--- src/rtl/ps2_pkg.sv ---
// ---------------------------------------------------------------------------
// ps2_pkg -- shared definitions for the PS/2 host interface.
//   * transmit FSM state encoding
//   * default inhibit / watchdog lengths in CLOCK_50 cycles
//   * counter widths
//   * keyboard command bytes and the receive-side scan/response codes
//   * odd_parity(): parity bit appended to every host->device byte
// ---------------------------------------------------------------------------
package ps2_pkg;

  typedef enum logic [2:0] {
    IDLE      = 3'd0,
    INHIBIT   = 3'd1,
    REQUEST   = 3'd2,
    SHIFT     = 3'd3,
    ACK       = 3'd4,
    WAIT_IDLE = 3'd5
  } tx_state_e;

  // 100 us and 15 ms at 50 MHz
  localparam int PS2_INHIBIT_CYCLES_DEF = 5000;
  localparam int PS2_TIMEOUT_CYCLES_DEF = 750000;

  localparam int BIT_CNT_W = 4;
  localparam int INH_CNT_W = 13;
  localparam int WD_CNT_W  = 20;

  // Keyboard commands (host -> device)
  localparam logic [7:0] KBD_CMD_SET_LEDS = 8'hED;
  localparam logic [7:0] KBD_CMD_ENABLE   = 8'hF4;
  localparam logic [7:0] KBD_CMD_RESET    = 8'hFF;

  // Codes seen by the receive driver (device -> host)
  localparam logic [7:0] PS2_RX_ACK      = 8'hFA;
  localparam logic [7:0] PS2_RX_BAT_OK   = 8'hAA;
  localparam logic [7:0] PS2_RX_RESEND   = 8'hFE;
  localparam logic [7:0] PS2_RX_BREAK    = 8'hF0;
  localparam logic [7:0] PS2_RX_EXTENDED = 8'hE0;

  // PS/2 frames use odd parity: the parity bit makes the total count of ones odd.
  function automatic logic odd_parity(input logic [7:0] b);
    return ~^b;
  endfunction

endpackage

--- src/rtl/ps2_sync_edge.sv ---
// ---------------------------------------------------------------------------
// ps2_sync_edge -- brings the asynchronous PS/2 clock and data lines into the
// CLOCK_50 domain and flags falling edges of the PS/2 clock.
//   CLOCK_50  in  system clock
//   RESET     in  asynchronous active-high reset
//   clk_in    in  raw PS/2 clock line level
//   dat_in    in  raw PS/2 data line level
//   clk_sync  out synchronized PS/2 clock
//   dat_sync  out synchronized PS/2 data (same latency as clk_sync)
//   clk_fall  out one-cycle pulse: synced clock was 1, is now 0
// ---------------------------------------------------------------------------
module ps2_sync_edge (
  input  logic CLOCK_50,
  input  logic RESET,
  input  logic clk_in,
  input  logic dat_in,
  output logic clk_sync,
  output logic dat_sync,
  output logic clk_fall
);

  logic clk_meta_q, clk_meta_d;
  logic clk_sync_q, clk_sync_d;
  logic clk_prev_q, clk_prev_d;
  logic dat_meta_q, dat_meta_d;
  logic dat_sync_q, dat_sync_d;

  always_comb begin
    clk_meta_d = clk_in;
    clk_sync_d = clk_meta_q;
    clk_prev_d = clk_sync_q;
    dat_meta_d = dat_in;
    dat_sync_d = dat_meta_q;
  end

  always_ff @(posedge CLOCK_50 or posedge RESET) begin
    if (RESET) begin
      clk_meta_q <= 1'b0;
      clk_sync_q <= 1'b0;
      clk_prev_q <= 1'b0;
      dat_meta_q <= 1'b0;
      dat_sync_q <= 1'b0;
    end else begin
      clk_meta_q <= clk_meta_d;
      clk_sync_q <= clk_sync_d;
      clk_prev_q <= clk_prev_d;
      dat_meta_q <= dat_meta_d;
      dat_sync_q <= dat_sync_d;
    end
  end

  assign clk_sync = clk_sync_q;
  assign dat_sync = dat_sync_q;
  assign clk_fall = clk_prev_q & ~clk_sync_q;

endmodule

--- src/rtl/ps2_host_tx.sv ---
// ---------------------------------------------------------------------------
// ps2_host_tx -- host-to-device PS/2 byte transmitter.
// Inhibits the bus, issues a request-to-send, shifts 8 data bits + odd parity
// on device-generated clock falls, releases for the stop bit, samples the
// device ACK and waits for the bus to go idle. A watchdog aborts a stuck
// transfer.
//   CLOCK_50    in  system clock
//   RESET       in  asynchronous active-high reset
//   send        in  one-cycle transmit request (ignored while busy)
//   tx_data     in  byte to send, captured on an accepted send
//   PS2_CLK/DAT in  sensed bus levels
//   PS2_CLK_OE  out 1 = pull clock low
//   PS2_DAT_OE  out 1 = pull data low
//   busy        out transfer in progress
//   done        out one-cycle pulse: finished, device acknowledged
//   ack_err     out one-cycle pulse: finished, no acknowledge
//   timeout     out one-cycle pulse: watchdog abort
// ---------------------------------------------------------------------------
module ps2_host_tx
  import ps2_pkg::*;
#(
  parameter int INHIBIT_CYCLES = PS2_INHIBIT_CYCLES_DEF,
  parameter int TIMEOUT_CYCLES = PS2_TIMEOUT_CYCLES_DEF
) (
  input  logic       CLOCK_50,
  input  logic       RESET,
  input  logic       send,
  input  logic [7:0] tx_data,
  input  logic       PS2_CLK,
  input  logic       PS2_DAT,
  output logic       PS2_CLK_OE,
  output logic       PS2_DAT_OE,
  output logic       busy,
  output logic       done,
  output logic       ack_err,
  output logic       timeout
);

  localparam logic [INH_CNT_W-1:0] INH_LAST = INH_CNT_W'(INHIBIT_CYCLES - 1);
  localparam logic [WD_CNT_W-1:0]  WD_LAST  = WD_CNT_W'(TIMEOUT_CYCLES - 1);

  logic clk_s, dat_s, clk_fall;

  ps2_sync_edge u_sync (
    .CLOCK_50 (CLOCK_50),
    .RESET    (RESET),
    .clk_in   (PS2_CLK),
    .dat_in   (PS2_DAT),
    .clk_sync (clk_s),
    .dat_sync (dat_s),
    .clk_fall (clk_fall)
  );

  tx_state_e            state_q,   state_d;
  logic [8:0]           shift_q,   shift_d;
  logic [BIT_CNT_W-1:0] bit_cnt_q, bit_cnt_d;
  logic [INH_CNT_W-1:0] inh_cnt_q, inh_cnt_d;
  logic [WD_CNT_W-1:0]  wd_cnt_q,  wd_cnt_d;
  logic                 ack_ok_q,  ack_ok_d;
  logic                 clk_oe_q,  clk_oe_d;
  logic                 dat_oe_q,  dat_oe_d;
  logic                 busy_q,    busy_d;
  logic                 done_q,    done_d;
  logic                 ack_err_q, ack_err_d;
  logic                 timeout_q, timeout_d;
  logic                 wd_active;

  assign wd_active = (state_q == REQUEST) || (state_q == SHIFT) ||
                     (state_q == ACK)     || (state_q == WAIT_IDLE);

  always_comb begin
    state_d   = state_q;
    shift_d   = shift_q;
    bit_cnt_d = bit_cnt_q;
    inh_cnt_d = inh_cnt_q;
    wd_cnt_d  = wd_cnt_q;
    ack_ok_d  = ack_ok_q;
    clk_oe_d  = clk_oe_q;
    dat_oe_d  = dat_oe_q;
    busy_d    = busy_q;
    done_d    = 1'b0;
    ack_err_d = 1'b0;
    timeout_d = 1'b0;

    case (state_q)
      IDLE: begin
        clk_oe_d = 1'b0;
        dat_oe_d = 1'b0;
        busy_d   = 1'b0;
        if (send) begin
          shift_d   = {odd_parity(tx_data), tx_data};
          bit_cnt_d = '0;
          inh_cnt_d = '0;
          ack_ok_d  = 1'b0;
          clk_oe_d  = 1'b1;
          // With a one-cycle inhibit the first cycle is also the last one.
          dat_oe_d  = (INH_LAST == '0);
          busy_d    = 1'b1;
          state_d   = INHIBIT;
        end
      end

      INHIBIT: begin
        if (inh_cnt_q >= INH_LAST) begin
          clk_oe_d = 1'b0;
          dat_oe_d = 1'b1;
          wd_cnt_d = '0;
          state_d  = REQUEST;
        end else begin
          inh_cnt_d = (inh_cnt_q == '1) ? inh_cnt_q : inh_cnt_q + 1'b1;
          // Outputs are registered, so the start bit is scheduled one
          // cycle ahead to land on the final inhibit cycle.
          dat_oe_d  = (inh_cnt_q + 1'b1 == INH_LAST);
        end
      end

      REQUEST: begin
        if (clk_fall) begin
          dat_oe_d  = ~shift_q[0];
          shift_d   = {1'b0, shift_q[8:1]};
          bit_cnt_d = BIT_CNT_W'(1);
          state_d   = SHIFT;
        end
      end

      SHIFT: begin
        if (clk_fall) begin
          if (bit_cnt_q >= BIT_CNT_W'(9)) begin
            // tenth fall: release data for the stop bit
            dat_oe_d = 1'b0;
            state_d  = ACK;
          end else begin
            dat_oe_d  = ~shift_q[0];
            shift_d   = {1'b0, shift_q[8:1]};
            bit_cnt_d = (bit_cnt_q == '1) ? bit_cnt_q : bit_cnt_q + 1'b1;
          end
        end
      end

      ACK: begin
        if (clk_fall) begin
          ack_ok_d = ~dat_s;
          state_d  = WAIT_IDLE;
        end
      end

      WAIT_IDLE: begin
        if (clk_s && dat_s) begin
          done_d    = ack_ok_q;
          ack_err_d = ~ack_ok_q;
          busy_d    = 1'b0;
          state_d   = IDLE;
        end
      end

      default: begin
        clk_oe_d = 1'b0;
        dat_oe_d = 1'b0;
        busy_d   = 1'b0;
        state_d  = IDLE;
      end
    endcase

    // Watchdog overrides every other outcome so the pulses stay exclusive.
    if (wd_active) begin
      wd_cnt_d = (wd_cnt_q == '1) ? wd_cnt_q : wd_cnt_q + 1'b1;
      if (wd_cnt_q >= WD_LAST) begin
        clk_oe_d  = 1'b0;
        dat_oe_d  = 1'b0;
        busy_d    = 1'b0;
        done_d    = 1'b0;
        ack_err_d = 1'b0;
        timeout_d = 1'b1;
        state_d   = IDLE;
      end
    end
  end

  always_ff @(posedge CLOCK_50 or posedge RESET) begin
    if (RESET) begin
      state_q   <= IDLE;
      shift_q   <= '0;
      bit_cnt_q <= '0;
      inh_cnt_q <= '0;
      wd_cnt_q  <= '0;
      ack_ok_q  <= 1'b0;
      clk_oe_q  <= 1'b0;
      dat_oe_q  <= 1'b0;
      busy_q    <= 1'b0;
      done_q    <= 1'b0;
      ack_err_q <= 1'b0;
      timeout_q <= 1'b0;
    end else begin
      state_q   <= state_d;
      shift_q   <= shift_d;
      bit_cnt_q <= bit_cnt_d;
      inh_cnt_q <= inh_cnt_d;
      wd_cnt_q  <= wd_cnt_d;
      ack_ok_q  <= ack_ok_d;
      clk_oe_q  <= clk_oe_d;
      dat_oe_q  <= dat_oe_d;
      busy_q    <= busy_d;
      done_q    <= done_d;
      ack_err_q <= ack_err_d;
      timeout_q <= timeout_d;
    end
  end

  assign PS2_CLK_OE = clk_oe_q;
  assign PS2_DAT_OE = dat_oe_q;
  assign busy       = busy_q;
  assign done       = done_q;
  assign ack_err    = ack_err_q;
  assign timeout    = timeout_q;

endmodule

--- config.mk ---
export PLATFORM = sky130hd
export DESIGN_NAME = ps2_host_tx
export DESIGN_NICKNAME = d
export VERILOG_FILES = /design/src/rtl/ps2_pkg.sv /design/src/rtl/ps2_sync_edge.sv /design/src/rtl/ps2_host_tx.sv
export SDC_FILE = /design/constraint.sdc
export NUM_CORES = 1
export LEC_CHECK = 0
export BUFFER_PORTS_ARGS = -buffer_cell sky130_fd_sc_hd__buf_2
export CAP_MARGIN = 20
export CORE_ASPECT_RATIO = 1.4
export CORE_MARGIN = 1.5
export CORE_UTILIZATION = 42
export CTS_CLUSTER_DIAMETER = 200
export CTS_CLUSTER_SIZE = 10
export DETAILED_ROUTE_END_ITERATION = 6
export GPL_TIMING_DRIVEN = 0
export SLEW_MARGIN = 20
export SYNTH_ARGS = -nofsm -noshare
export SYNTH_HDL_FRONTEND = slang
export SYNTH_HIERARCHICAL = 1
export SYNTH_SLANG_ARGS = --single-unit
--- constraint.sdc ---
create_clock -name CLOCK_50 -period 5.2 [get_ports CLOCK_50]
set_input_delay 0.26 -clock CLOCK_50 [delete_from_list [all_inputs] [get_ports CLOCK_50]]
set_output_delay 0.26 -clock CLOCK_50 [all_outputs]
set_load 0.01 [all_outputs]
Word-level counts from Yosys, hierarchy flattened
Cells that the tools add are included.
{ "word_totals": {"register_bits": 61, "inputBits": 13, "output_inout_bits": 6, "word_cells": 123} }
{ "op_classes": {"addsub": 3, "magnitude_cmp": 3, "eq_ne": 18, "mux": 58, "bitwise": 5, "reduce_logical": 19} }
{ "ops": {"columns": ["cell", "n"], "rows": [
  ["20-bit 2-to-1 mux", 4],
  ["13-bit 2-to-1 mux", 3],
  ["9-bit 2-to-1 mux", 4],
  ["3-bit 2-to-1 mux", 9],
  ["9-bit one-hot mux with 3 select lines", 1],
  ["13-bit equality test (second input constant)", 2],
  ["13-bit one-hot mux with 2 select lines", 1],
  ["1-bit 2-to-1 mux", 25],
  ["20-bit by 1-bit adder with 20-bit output (second input constant)", 1],
  ["20-bit equality test (second input constant)", 1],
  ["20-bit greater-or-equal comparator (second input constant)", 1],
  ["4-bit 2-to-1 mux", 5],
  ["2-bit inequality test (second input constant)", 9],
  ["3-bit one-hot mux with 6 select lines", 1],
  ["13-bit by 1-bit adder with 13-bit output (second input constant)", 1],
  ["13-bit greater-or-equal comparator (second input constant)", 1],
  ["4-bit one-hot mux with 3 select lines", 1],
  ["2-bit nonzero test", 4],
  ["4-bit OR reduction", 2],
  ["8-bit XNOR reduction", 1],
  ["3-bit by 2-bit equality test with 1-bit output (second input constant)", 2],
  ["3-bit equality test (second input constant)", 2],
  ["1-bit one-hot mux with 3 select lines", 2],
  ["3-bit AND reduction", 2],
  ["16 further kinds", 21]
]} }

Depth between registers and ports, before layout
Gate-level depths: netlist of run 1.
{ "depth": {"depth_word": 6, "depth_mapped": 8, "depth_no_buf": 7} }

Cells and area by module
The synthesis of run 1 kept the hierarchy.
{ "by_module_without_submodules": {"columns": ["mod", "n_inst", "cells_per_inst", "area_per_inst_um2", "seq_area_each_um2"], "rows": [
  ["ps2_host_tx", 1, 372, 3343.2, 1401.3],
  ["ps2_sync_edge", 1, 7, 142.6, 125.1]
]} }

Worst setup path before layout of run 1
No wires, ideal clock.
{ "synth_timing": {"path_kind": "register -> register", "from": "register state_q[2]", "to": "register inh_cnt_q[2]", "setup_ns": 0.126, "arrival_ns": 1.852, "required_ns": 5.074, "path_slack_ns": 3.222, "stages_incl_launch_ff": 8, "path_buffers": 3, "synth_period_minus_slack_ns": 1.978, "path_cell_list": "dfrtp_1 > buf_2 > or3b_1 > buf_2 > o21a_1 > or2_1 > buf_6 > a221o_1"} }
{ "synth_via": {"elab_chain_cells": 3} }
{ "synth_rtl": {"columns": ["item", "line_no", "source"], "rows": [
  ["from (decl)", "ps2_host_tx.sv:54", "tx_state_e state_q, state_d;"],
  ["from (signal assigned)", "ps2_host_tx.sv:194", "state_q <= state_d;"],
  ["3-bit by 1-bit equality test with 1-bit output / 3-bit zero test (equally long branches)", "ps2_host_tx.sv:85", "case (state_q)"],
  ["2-bit inequality test (no source line) / 2-bit nonzero test (equally long branches)", null, null],
  ["4-bit AND reduction (no source line)", null, null],
  ["to (signal assigned)", "ps2_host_tx.sv:197", "inh_cnt_q <= inh_cnt_d;"],
  ["to (decl)", "ps2_host_tx.sv:57", "logic [INH_CNT_W-1:0] inh_cnt_q, inh_cnt_d;"]
]} }
Several ways; a longest one is shown, not always the timed one.
A chain may end at the register's enable or synchronous reset.

Final worst setup path of run 1
{ "layout_timing": {"from": "register inh_cnt_q[0]", "to": "register wd_cnt_q[16]"} }
{ "layout_via": {"elab_chain_cells": 3} }
{ "layout_rtl": {"columns": ["item", "line_no", "source"], "rows": [
  ["13-bit greater-or-equal comparator", "ps2_host_tx.sv:104", "if (inh_cnt_q >= INH_LAST) begin"],
  ["2-bit nonzero test (no source line)", null, null],
  ["3-bit AND reduction (no source line)", null, null],
  ["to (signal assigned)", "ps2_host_tx.sv:198", "wd_cnt_q <= wd_cnt_d;"],
  ["to (decl)", "ps2_host_tx.sv:58", "logic [WD_CNT_W-1:0] wd_cnt_q, wd_cnt_d;"]
]} }
Every way passes these cells.

==> results.md, run 1 <==
* Clock Tree Buf Depth at 2
* Clock skew at 0.003742 ns
* Critical Path AT at 2.60 ns
* Post-Syn Area at about 3500 sq um
* P&R area growth vs syn at 15.58%
* Most frequent cells in the layout: dfrtp_1 (61), nand2_1 (42), nor2_1 (37), buf_2 (27)
* Setup-failing EPs final at 0
* Total number of vias at 2966
* GR Overflow Total at 0
* All-Layer GR Usage at 20.50%
* CTS Root Cell: clkbuf_16
* Crit-path cells: ha_1, nand2_1, and4_1, nor3_1, buf_2, buf_2, nor2_1
* Pwr dens at 271.2 nW/um^2
* Lkg Pwr at about 1.7 nW
* DR iter-0 viols at 106
* Final core occ at between 40% and 50%
* Syn Nets at between 300 and 400
* Post-synth ARST share at between 90% and 100%
* PnR worst setup slack at 2.808 ns
* Post-synth EDFFs at 0
* Mux contribution to synthesized area at less than 1%
* Initial antenna violation count at 0
* Fmax at around 0.42 GHz
* Hold Slack at 0.03382 ns
* Max-cap violations at 0
* Pre-CTS setup slack at roughly 2.8 ns
* Mapped Cells at ~380
* Largest net degree at the start of global routing at 42
* Post-synthesis register bit count at 61
* I/O pin total at 19
* Initial Util at 43.03%
* Vias in the first global route at about 3.0k
* Total CTS buffers at 9
* Crit path time final at 2.392 ns
* Largest area contributor in the netlist: dfrtp_1
* Total Wirelength at roughly 8 mm
* Port Buffers at 18
* GRT met2 Usage at about 34%
* Sink Count at 61
* Chip Height at around 110 um
* Layout net count at approximately 430
* Main synth FF type: dfrtp_1
* Simple-gate area share of the yosys netlist at between 20% and 30%
* Hold Path Class: input pin to register
* Hold Vio Cnt, Final at 0
* Critical Path Fanout Max at 10
* Yosys warns at 6
* Setup TNS at 0 ns
* Die Area at about 8900 sq um
* Period utilization at 46.01%
* Core area at 8100 sq um
* CP max-delay cell: dfrtp_1
* Commonest non-fill, non-tap cell in the layout: dfrtp_1
* Post-Synth Adder-Cell Area at ~2.4%
* Critical path endpoint category: register
* M3 GR Usage at slightly below 5%
* Rows at 39
* Largest family of logic cells by synthesized area: simple AND/OR/NAND/NOR gates
* CP required at between 5 and 6 ns
* Half-perimeter wire length after placement at 5.766 mm
* Rel. slew slack at 62.13%
* Cell variety after synth at 65
* Startpoint types: register
* CTS tree: yes
* Fraction of layout cells with a size suffix above 1 at 15.42%
* Antenna viol nets, final at 0
* Antenna Cells at 0
* Slew @ Worst Pin at approximately 0.56 ns
* Post-CTS setup buffers at 0
* Via density at 5.737
* CP peak stage delay at about 0.4 ns
* Synth Area per Inst at a little over 9 sq um
* Sequential area share after synthesis at around 44%
* Dominant cells by area after synthesis: dfrtp_1 (44%), nand2_1 (4.5%), xnor2_1 (4.3%), nor2_1 (4.0%), nand3_1 (2.4%)
* Grt peak-use layer: met2
* CP Class: register to register
* CP most frequent cell: buf_2
* CTS clk-pin slew, worst paths at 0.05 ns
* Tot Pwr at about 1.1 mW
* Yosys top cell area share at between 40% and 50%
* Complex-gate fraction of the synthesized area at ~19%
* First-pass GRT wire length at between 10 and 15 mm
* Drt pass-1 iters at 4
* Die Wd at roughly 80 um
* Clk_lat worst skew at 0.33 ns
* Routed WL per cell at 15.57 um
* R2R setup slack at about 2.8 ns
* RSZ-0062 raised after global routing: false
* Maximum VDD drop at 183.0 uV
* Slew Limit Fails at 0
* GR Util met1 at approximately a quarter
* Status: complete, no violations
* XOR/XNOR Fraction of Synth Area at between 4 and 5%
* CTS H-Tree Depth at 3
* DRC at 0
* Routability Congestion at a little over 0.8
through the flow:
stage          std cells  cell area, sq um
2_1_floorplan        379              3486
3_3_place_gp         499              3704
3_5_place_dp         500              3726
4_1_cts              517              4029
5_1_grt              517              4029
6_report             517              4029
final timing paths:
kind | from | to | depth (start not counted)
max | inh_cnt_q[0]$_DFFE_PP0P_ | wd_cnt_q[16]$_DFFE_PP0P_ | 7
min | PS2_DAT | u_sync/dat_meta_q$_DFF_PP0_ | 1
max reg2reg | inh_cnt_q[0]$_DFFE_PP0P_ | wd_cnt_q[16]$_DFFE_PP0P_ | 7
min reg2reg | u_sync/clk_meta_q$_DFF_PP0_ | u_sync/clk_sync$_DFF_PP0_ | 0
max in group asynchronous | RESET | inh_cnt_q[11]$_DFFE_PP0P_ | 4
min in group asynchronous | RESET | u_sync/dat_meta_q$_DFF_PP0_ | 3
flip-flops by register name (all words and copies together) (netlist names), 3 cells and up:
| register | count |
|---|---|
| wd_cnt_q | 20 |
| inh_cnt_q | 13 |
| shift_q | 9 |
| state_q | 3 |
| bit_cnt_q | 4 |
cell families after synthesis:
kind of cell,after synthesis
buffers and inverters,36
XOR/XNOR,19
adder cells (fa/ha/maj),7
multiplexers,2
AO/OA/AOI/OAI,89
flip-flops,61
AND/OR/NAND/NOR,165
synthesized netlist by cell type (3+ instances only):
master and n:
a211o_1 3, a21oi_1 11, a21oi_2 5, a221o_1 5
a22o_1 3, a31oi_1 13, and2_1 4, and3_1 9
buf_2 9, clkbuf_1 12, dfrtp_1 61, ha_1 6
inv_1 12, nand2_1 42, nand2b_1 3, nand3_1 17
nand4_1 8, nor2_1 37, nor3_1 5, nor3b_1 4
nor4_1 7, o211ai_1 4, o21ai_0 4, o21ai_1 13
o31ai_1 5, or3_1 8, or4_1 4, xnor2_1 17
timing repair:
| item | CTS | global route |
|---|---|---|
| resized for setup | 0 | 0 |
| hold endpoints to repair | 20 | 0 |
| hold buffers | 1 | 0 |
critical path: cells and delay by family, from the launching register on:
| kind | cells | cell delay, ns |
|---|---|---|
| adder cells (fa/ha/maj) | 1 | 0.32 |
| buffers and inverters | 2 | 0.66 |
| AND/OR/NAND/NOR | 4 | 0.89 |
| flip-flops | 1 | 0.40 |
power by group:
group	leakage [nW]	switching [mW]	internal (mW)
Combinational	0.801	0.0184	0.0130
Clock	0.138	0.214	0.369
Sequential	0.758	0.000985	0.477
metal layers:
| metal | part of all wire [%] | wire (um) |
|---|---|---|
| met1 | 42 | 3413 |
| met2 | 52 | 4163 |
| met3 | 3.3 | 265 |
| met4 | 2.6 | 209 |
| met5 | 0 | 0 |
layout make-up:
cell class,instances,area [sq um]
fillers,809,4071
multi-input cells,282,1794
flip-flops and latches,61,1526
clock buffers,10,229.0
well taps,102,127.6
repair buffers,20,120.1
plain buffers,24,120.1
clock inverters,6,63.81
inverters,12,47.55
Power figures use the tool's default switching activity.
==> inputs of run 2 (changes only) <==
--- a/config.mk
+++ b/config.mk
@@ -5,6 +5,7 @@
 export SDC_FILE = /design/constraint.sdc
 export NUM_CORES = 1
 export LEC_CHECK = 0
+export ABC_AREA = 1
 export BUFFER_PORTS_ARGS = -buffer_cell sky130_fd_sc_hd__buf_2
 export CAP_MARGIN = 20
 export CORE_ASPECT_RATIO = 1.4
==> constraint.sdc (replaced) <==
create_clock -name CLOCK_50 -period 2.1 [get_ports CLOCK_50]
set_input_delay 0.105 -clock CLOCK_50 [delete_from_list [all_inputs] [get_ports CLOCK_50]]
set_output_delay 0.105 -clock CLOCK_50 [all_outputs]
set_load 0.01 [all_outputs]
==> run 2 against run 1 <==
  * Largest power group is now sequential cells
  * Die area rose by 7.8%
  * Global-route usage is 0.58 points lower
  * Critical path type unchanged
  * Critical endpoint is now state_q[0]$_DFF_PP0_
  * Non-clock buffer count down 12
==> results.md, run 2 <==
* Status: complete, no violations
* Post-synth ARST share at 100.0% (unchanged)
* Most common cell in the netlist: nand2_1
* Post-synthesis register bit count at 61 (unchanged)
* Largest net degree at the start of global routing at 49 (+17%)
* Top cell types by occurrence after synthesis: nand2_1 (108), dfrtp_1 (61), inv_1 (56)
* Met1 WL at 3.693 mm (+8.2%)
* Yosys top cell area share at 40.50% (-3.3 points)
* Fraction of layout cells with a size suffix above 1 at 17.47% (+2.0 points)
* Rows at 40 (+2.6%)
* Sink Count at 61 (unchanged)
* Fmax at 0.5135 GHz (+23%)
* Post-synth EDFFs at 0 (unchanged)
* Mux contribution to synthesized area at 0% (-0.57 points)
* R2R setup slack at 0.15 ns (-2.66 ns)
* Clock skew at 0.008078 ns (+0.004336 ns)
* Period utilization at 92.73% (+47 points)
* Slew @ Worst Pin at 0.4799 ns (-0.08440 ns)
* Slew Limit Fails at 0 (unchanged)
* CTS clk-pin slew, worst paths at 0.05 ns (about the same)
* Via density at 5.204 (-9.3%)
* Port Buffers at 18 (unchanged)
* Top flop regs: wd_cnt_q x20, inh_cnt_q x13, shift_q x9
* All-Layer GR Usage at 19.91% (-0.58 points)
* Main synth FF type: dfrtp_1
* Seq pwr share at 34.7% (-9.1 points)
* Core area at 8658 sq um (+6.9%)
* Rel. slew slack at 67.76% (+5.6 points)
* Total number of vias at 3258 (+9.8%)
* Max Used Layer: met4
* Largest family of logic cells by synthesized area: simple AND/OR/NAND/NOR gates
* Hold Slack at 0.07194 ns (+0.03811 ns)
* Clk_lat worst skew at 0.33 ns (about the same)
* Routability Congestion at 0.9146 (+10%)
* Crit-path cells: ha_1, nand2_1, nand3_1, o21ai_1, nand2_1, nand2_4, nand2_4, nand2_2, buf_4, nor2_1, nor2_1
* Routed WL per cell at 14.14 um (-9.2%)
* Max reg flops at 20 (unchanged)
* Critical Path AT at 2.20 ns (-0.40 ns)
* DR iter-0 viols at 106 (unchanged)
* Hold Path Class: input pin to register
* Initial antenna violation count at 0 (unchanged)
* Initial Util at 43.53% (+0.49 points)
* CTS tree: yes
* Post-CTS setup buffers at 0 (unchanged)
* Critical Path Fanout Max at 10 (unchanged)
* Setup-failing EPs final at 0 (unchanged)
* Crit path max-delay family: simple AND/OR/NAND/NOR gates
* Met3 WL at 321 um (+21%)
* Antenna Cells at 0 (unchanged)
* Lkg Pwr at 2.051 nW (+21%)
* Cell variety after synth at 37 (-43%)
* Yosys warns at 6 (unchanged)
* Total Wirelength at 8.850 mm (+9.9%)
* Startpoint types: register
* Chip Height at 115.1 um (+3.9%)
* Largest area contributor in the netlist: dfrtp_1
* Drt pass-1 iters at 4 (unchanged)
* CP bufs+invs at 1 (-1)
* CTS H-Tree Depth at 3 (unchanged)
* Simple-gate area share of the yosys netlist at 32.84% (+7.9 points)
* Post-Synth Adder-Cell Area at 1.992% (-0.45 points)
* Commonest non-fill, non-tap cell in the layout: nand2_1
* FF-to-FF Start: inh_cnt_q[0]$_DFFE_PP0P_
* Synth Area per Inst at 7.803 sq um (-15%)
* Sw Share at 36.89% (+16 points)
* Sequential area share after synthesis at 40.50% (-3.3 points)
* First-pass GRT wire length at 14.95 mm (+4.7%)
* Die Wd at 83.06 um (+3.8%)
* P&R area growth vs syn at 16.27%
* Layout net count at 535 (+25%)
* CP Class: register to register
* Antenna viol nets, final at 0 (unchanged)
* Mapped Cells at 483 (+27%)
* Proportion of power drawn by the clock network at 32.9% (-21 points)
* Met2 WL at 4.600 mm (+10%)
* Maximum VDD drop at 681.2 uV (+270%)
* I/O pin total at 19 (unchanged)
* CP max-delay cell: dfrtp_1
* Half-perimeter wire length after placement at 6.566 mm (+14%)
* Total CTS buffers at 9 (unchanged)
* Pwr dens at 1123 nW/um^2 (+310%)
* Max-cap violations at 0 (unchanged)
* Clock Tree Buf Depth at 2 (unchanged)
* Crit path time final at 1.947 ns (-0.4449 ns)
* Dominant cells by area after synthesis: dfrtp_1 (41%), nand2_1 (11%), nand3_1 (6.9%), inv_1 (5.6%), nor2_1 (4.5%)
* XOR/XNOR Fraction of Synth Area at 4.880% (-0.11 points)
* Most frequent cells in the layout: nand2_1 (108), dfrtp_1 (61), inv_1 (55), nand3_1 (52), nor2_1 (45)
* P_sw at 1.816 mW (+680%)
* Power Internal at 3.105 mW (+260%)
* Vias in the first global route at 3251 (+7.3%)
* Final non-filler cell total at 626 (+21%)
* CTS Root Cell: clkbuf_16
* DRC at 0 (unchanged)
* Complex-gate fraction of the synthesized area at 11.35% (-7.2 points)
* Critical path endpoint category: register
* Hold wc startpoint: tx_data[6]
* GR Overflow Total at 0 (unchanged)
* Syn Nets at 502 (+26%)
* Post-Syn Area at 3769 sq um (+8.1%)
* Cell count after placement at 607 (+21%)
* CP peak stage delay at 0.43 ns (+0.03 ns)
* Hold Vio Cnt, Final at 0 (unchanged)
* RSZ-0062 raised after global routing: false
* Die Area at 9558 sq um (+7.8%)
* Crit path launch: inh_cnt_q[0]$_DFFE_PP0P_
* Comb power frac at 32.3% (+29 points)
* CP required at 2.35 ns (-3.06 ns)
* Biggest register: wd_cnt_q
-- run 2: per-stage QoR --
| stage | instance area [sq um] | setup TNS, ns | utilization [%] | setup WS [ns] | power, mW |
|---|---|---|---|---|---|
| 2_1_floorplan | 3769 | 0 | - | 0.4672 | 2.880 |
| 3_3_place_gp | 3990 | -15.01 | 46.08 | -0.2724 | 3.265 |
| 3_5_place_dp | 4020 | 0 | 46.43 | 0.1429 | 3.306 |
| 4_1_cts | 4377 | 0 | 50.55 | 0.1346 | 4.963 |
| 5_1_grt | 4382 | 0 | 50.61 | 0.04915 | 5.254 |
| 6_report | 4382 | 0 | 50.61 | 0.1527 | 4.921 |
-- run 2: final cells by class --
cell class	count	area, sq um
fillers	857	4277
multi-input cells	347	1929
flip-flops and latches	61	1526
clock buffers	12	256.5
inverters	65	246.5
repair buffers	22	147.6
well taps	105	131.4
plain buffers	10	73.82
clock inverters	4	70.07
-- run 2: final timing paths --
kind / endpoint / cells after the start
max: state_q[0]$_DFF_PP0_ / 11
min in group asynchronous: shift_q[5]$_DFFE_PP0P_ / 3
max in group asynchronous: wd_cnt_q[3]$_DFFE_PP0P_ / 4
min: shift_q[6]$_DFFE_PP0P_ / 3
max reg2reg: state_q[0]$_DFF_PP0_ / 11
min reg2reg: u_sync/clk_sync$_DFF_PP0_ / 0
-- run 2: tightest hold or removal path: cells and delay by family --
kind	cells	cell delay, ns
buf+inv	1	0.09
compound gates	2	0.16
-- run 2: per-layer routing --
| metal | global-route usage (%) | up-vias |
|---|---|---|
| met3 | 4.020 | 20 |
| met1 | 21.98 | 1525 |
| li1 | - | 1658 |
| met2 | 35.72 | 55 |
| met4 | 11.44 | 0 |
| met5 | 0 | - |
-- run 2: timing repair --
item	in CTS	in global routing
resized for setup	0	1
hold endpoints to repair	63	0
hold buffers	3	0
endpoints found under the setup margin	0	2
-- run 2: power by group through the flow --
| stage | combinational [mW] | sequential, mW | clock [mW] |
|---|---|---|---|
| after detailed placement | 1.58 | 1.72 | 0 |
| after global routing | 1.79 | 1.75 | 1.71 |
| after CTS | 1.60 | 1.71 | 1.66 |
| final | 1.59 | 1.71 | 1.62 |
| after floorplan | 1.21 | 1.67 | 0 |
| after global placement | 1.55 | 1.72 | 0 |
-- run 2: logic make-up after synthesis --
kind of cell | Yosys count
xor gates and xnor gates | 21
buffers and inverters | 75
DFF | 61
AOI/OAI and AO/OA | 68
and+or+nand+nor | 252
adders and majority gates | 6
==> inputs of run 3 (changes only) <==
--- a/config.mk
+++ b/config.mk
@@ -8,7 +8,7 @@
 export ABC_AREA = 1
 export BUFFER_PORTS_ARGS = -buffer_cell sky130_fd_sc_hd__buf_2
 export CAP_MARGIN = 20
-export CORE_ASPECT_RATIO = 1.4
+export CORE_ASPECT_RATIO = 2
 export CORE_MARGIN = 1.5
 export CORE_UTILIZATION = 42
 export CTS_CLUSTER_DIAMETER = 200
==> run 3 against run 2 <==
  * Worst hold slack got worse by 0.0059 ns
  * Via count grew 2.8%
  * Setup slack worse by 0.0089 ns
  * Die area up 0.28%
  * Sequential share of layout area up 0.45 points
  * Clock-buffer cell count grew 2
  * Routed wire length grew 4.7%
  * Non-clock buffer count did not move
  * Flip-flop and latch count unchanged
  * Combinational power about the same
  * Cell count shrank 0.96%
  * First-iteration DRC count is 75% higher
  * Largest cell class unchanged
==> results.md, run 3 (synthesized netlist as in run 2, its figures left out) <==
* Status: complete, no violations
* DRC at 0 (unchanged)
* CP max-delay cell: nor3_1
* Routed WL per cell at 14.95 um (+5.7%)
* Maximum VDD drop at 639.5 uV (-6.1%)
* Port Buffers at 18 (unchanged)
* Crit path time final at 1.956 ns (+0.008877 ns)
* Layout net count at 535 (unchanged)
* Most frequent cells in the layout: nand2_1 (107), dfrtp_1 (61), inv_1 (55), nand3_1 (52), nor2_1 (45)
* CTS Root Cell: clkbuf_16
* CTS H-Tree Depth at 3 (unchanged)
* All-Layer GR Usage at 21.31% (+1.4 points)
* Routability Congestion at 0.9015 (-1.4%)
* P&R area growth vs syn at 14.77%
* Total Wirelength at 9.267 mm (+4.7%)
* Period utilization at 93.15% (+0.42 points)
* First-pass GRT wire length at 15.63 mm (+4.5%)
* DR iter-0 viols at 186 (+75%)
* Largest net degree at the start of global routing at 35 (-29%)
* Total CTS buffers at 9 (unchanged)
* Hold Path Class: input pin to register
* RR Endpoint: wd_cnt_q[18]$_DFFE_PP0P_
* Antenna viol nets, final at 0 (unchanged)
* CP most frequent cell: nand3_1
* Core area at 8648 sq um (-0.12%)
* Die Area at 9584 sq um (+0.28%)
* Critical Path AT at 2.18 ns (-0.02 ns)
* R2R setup slack at 0.14 ns (about the same)
* Antenna Cells at 0 (unchanged)
* Slew @ Worst Pin at 0.5747 ns (+0.09483 ns)
* Drt pass-1 iters at 5 (+1)
* CTS clk-pin slew, worst paths at 0.05 ns (about the same)
* Max reg flops at 20 (unchanged)
* Sink Count at 61 (unchanged)
* Pwr dens at 1090 nW/um^2 (-3.0%)
* Die Wd at 69.98 um (-16%)
* CP required at 2.33 ns (-0.02 ns)
* CTS tree: yes
* Critical Path Fanout Max at 3 (-7)
* Reg2reg path depth at 7 (-4)
* CP Class: register to register
* Biggest register: wd_cnt_q
* CP peak stage delay at 0.51 ns (+0.08 ns)
* Setup TNS at 0 ns (unchanged)
* Slew Limit Fails at 0 (unchanged)
* End of the worst hold path: shift_q[5]$_DFFE_PP0P_
* Via density at 5.402 (+3.8%)
* Max-cap violations at 0 (unchanged)
* Vias in the first global route at 3341 (+2.8%)
* FF-to-FF Start: wd_cnt_q[6]$_DFFE_PP0P_
* RSZ-0062 raised after global routing: false
* Clock skew at 0.004532 ns (-0.003546 ns)
* Critical path endpoint category: register
* Post-CTS setup buffers at 0 (unchanged)
* Chip Height at 137.0 um (+19%)
* Lkg Pwr at 2.021 nW (-1.5%)
* Top flop regs: wd_cnt_q x20, inh_cnt_q x13, shift_q x9
* Commonest non-fill, non-tap cell in the layout: nand2_1
* Fmax at 0.5112 GHz (-0.45%)
* I/O pin total at 19 (unchanged)
* Final core occ at 50.01% (-0.59 points)
* Rows at 48 (+20%)
* Clock Tree Buf Depth at 2 (unchanged)
* Fraction of layout cells with a size suffix above 1 at 17.50% (+0.034 points)
* Initial antenna violation count at 0 (unchanged)
* Clk_lat worst skew at 0.34 ns (about the same)
* Half-perimeter wire length after placement at 7.241 mm (+10%)
* Setup-failing EPs final at 0 (unchanged)
* Crit-path cells: nand2_1, nor3_1, nand4_1, nor2_1, nand3_1, nand3_1, o21ai_2
* Startpoint types: register
* GR Overflow Total at 0 (unchanged)
* Rel. slew slack at 61.39% (-6.4 points)
* Total number of vias at 3349 (+2.8%)
* Hold depth at 3 (unchanged)
* Hold Vio Cnt, Final at 0 (unchanged)
* Initial Util at 43.58% (+0.050 points)
* Hold wc startpoint: tx_data[5]
[run 3: metal layers]
metal / track usage (%) / vias up / part of all wire (%)
met2: 39.21 / 79 / 55
met5: 0 / - / 0
met3: 3.240 / 26 / 3.6
met4: 15.17 / 0 / 4.6
met1: 21.46 / 1589 / 36
li1: - / 1655 / -
[run 3: how the worst max path moves through the flow]
stage	from	endpoint	slack, ns
after floorplan	wd_cnt_q[0]$_DFFE_PP0P_	wd_cnt_q[9]$_DFFE_PP0P_	0.47
final	wd_cnt_q[6]$_DFFE_PP0P_	wd_cnt_q[18]$_DFFE_PP0P_	0.14
after global placement	RESET	inh_cnt_q[10]$_DFFE_PP0P_	-0.24
after detailed placement	wd_cnt_q[0]$_DFFE_PP0P_	wd_cnt_q[15]$_DFFE_PP0P_	0.12
after CTS	wd_cnt_q[0]$_DFFE_PP0P_	wd_cnt_q[15]$_DFFE_PP0P_	0.1
after global routing	inh_cnt_q[0]$_DFFE_PP0P_	state_q[0]$_DFF_PP0_	0.02
[run 3: critical path: cells and delay by family, from the launching register on]
family           cells  cell delay [ns]
AO/OA/AOI/OAI        1             0.05
flip-flops           1             0.38
AND/OR/NAND/NOR      6             1.41
[run 3: report_power, final]
| part | total [mW] | leakage, nW | internal (mW) | switching [mW] |
|---|---|---|---|---|
| clock network | 1.40 | 0.139 | 0.886 | 0.516 |
| logic | 1.60 | 1.07 | 0.549 | 1.05 |
| registers | 1.71 | 0.809 | 1.46 | 0.247 |
| total | 4.71 | 2.02 | 2.90 | 1.82 |
[run 3: stage by stage]
stage                     hold slack [ns]  power, mW  setup WS [ns]  instances  area [sq um]
final                             0.06608      4.713         0.1438        620          4325
after global routing              0.08037      5.069        0.02442        620          4325
after CTS                         0.05983      4.752        0.09887        620          4315
after detailed placement          0.04433      3.325         0.1154        602          4006
after global placement           0.004707      3.272        -0.2393        601          3984
after floorplan                   -0.1165      2.880         0.4672        483          3769
[run 3: timing repair]
| item | in CTS | in global routing |
|---|---|---|
| gates resized for setup | 0 | 3 |
| hold endpoints to repair | 29 | 0 |
| endpoints found under the setup margin | 0 | 11 |
| hold buffers | 3 | 0 |
[run 3: cell type report]
cell class / count / area, sq um
Timing Repair Buffer: 22 / 140.1
Clock buffer: 14 / 274.0
Clock inverter: 1 / 5.005
Multi-Input combinational cell: 347 / 1934
Fill cell: 894 / 4323
Inverter: 65 / 246.5
Buffer: 10 / 73.82
Tap cell: 100 / 125.1
Sequential cell: 61 / 1526
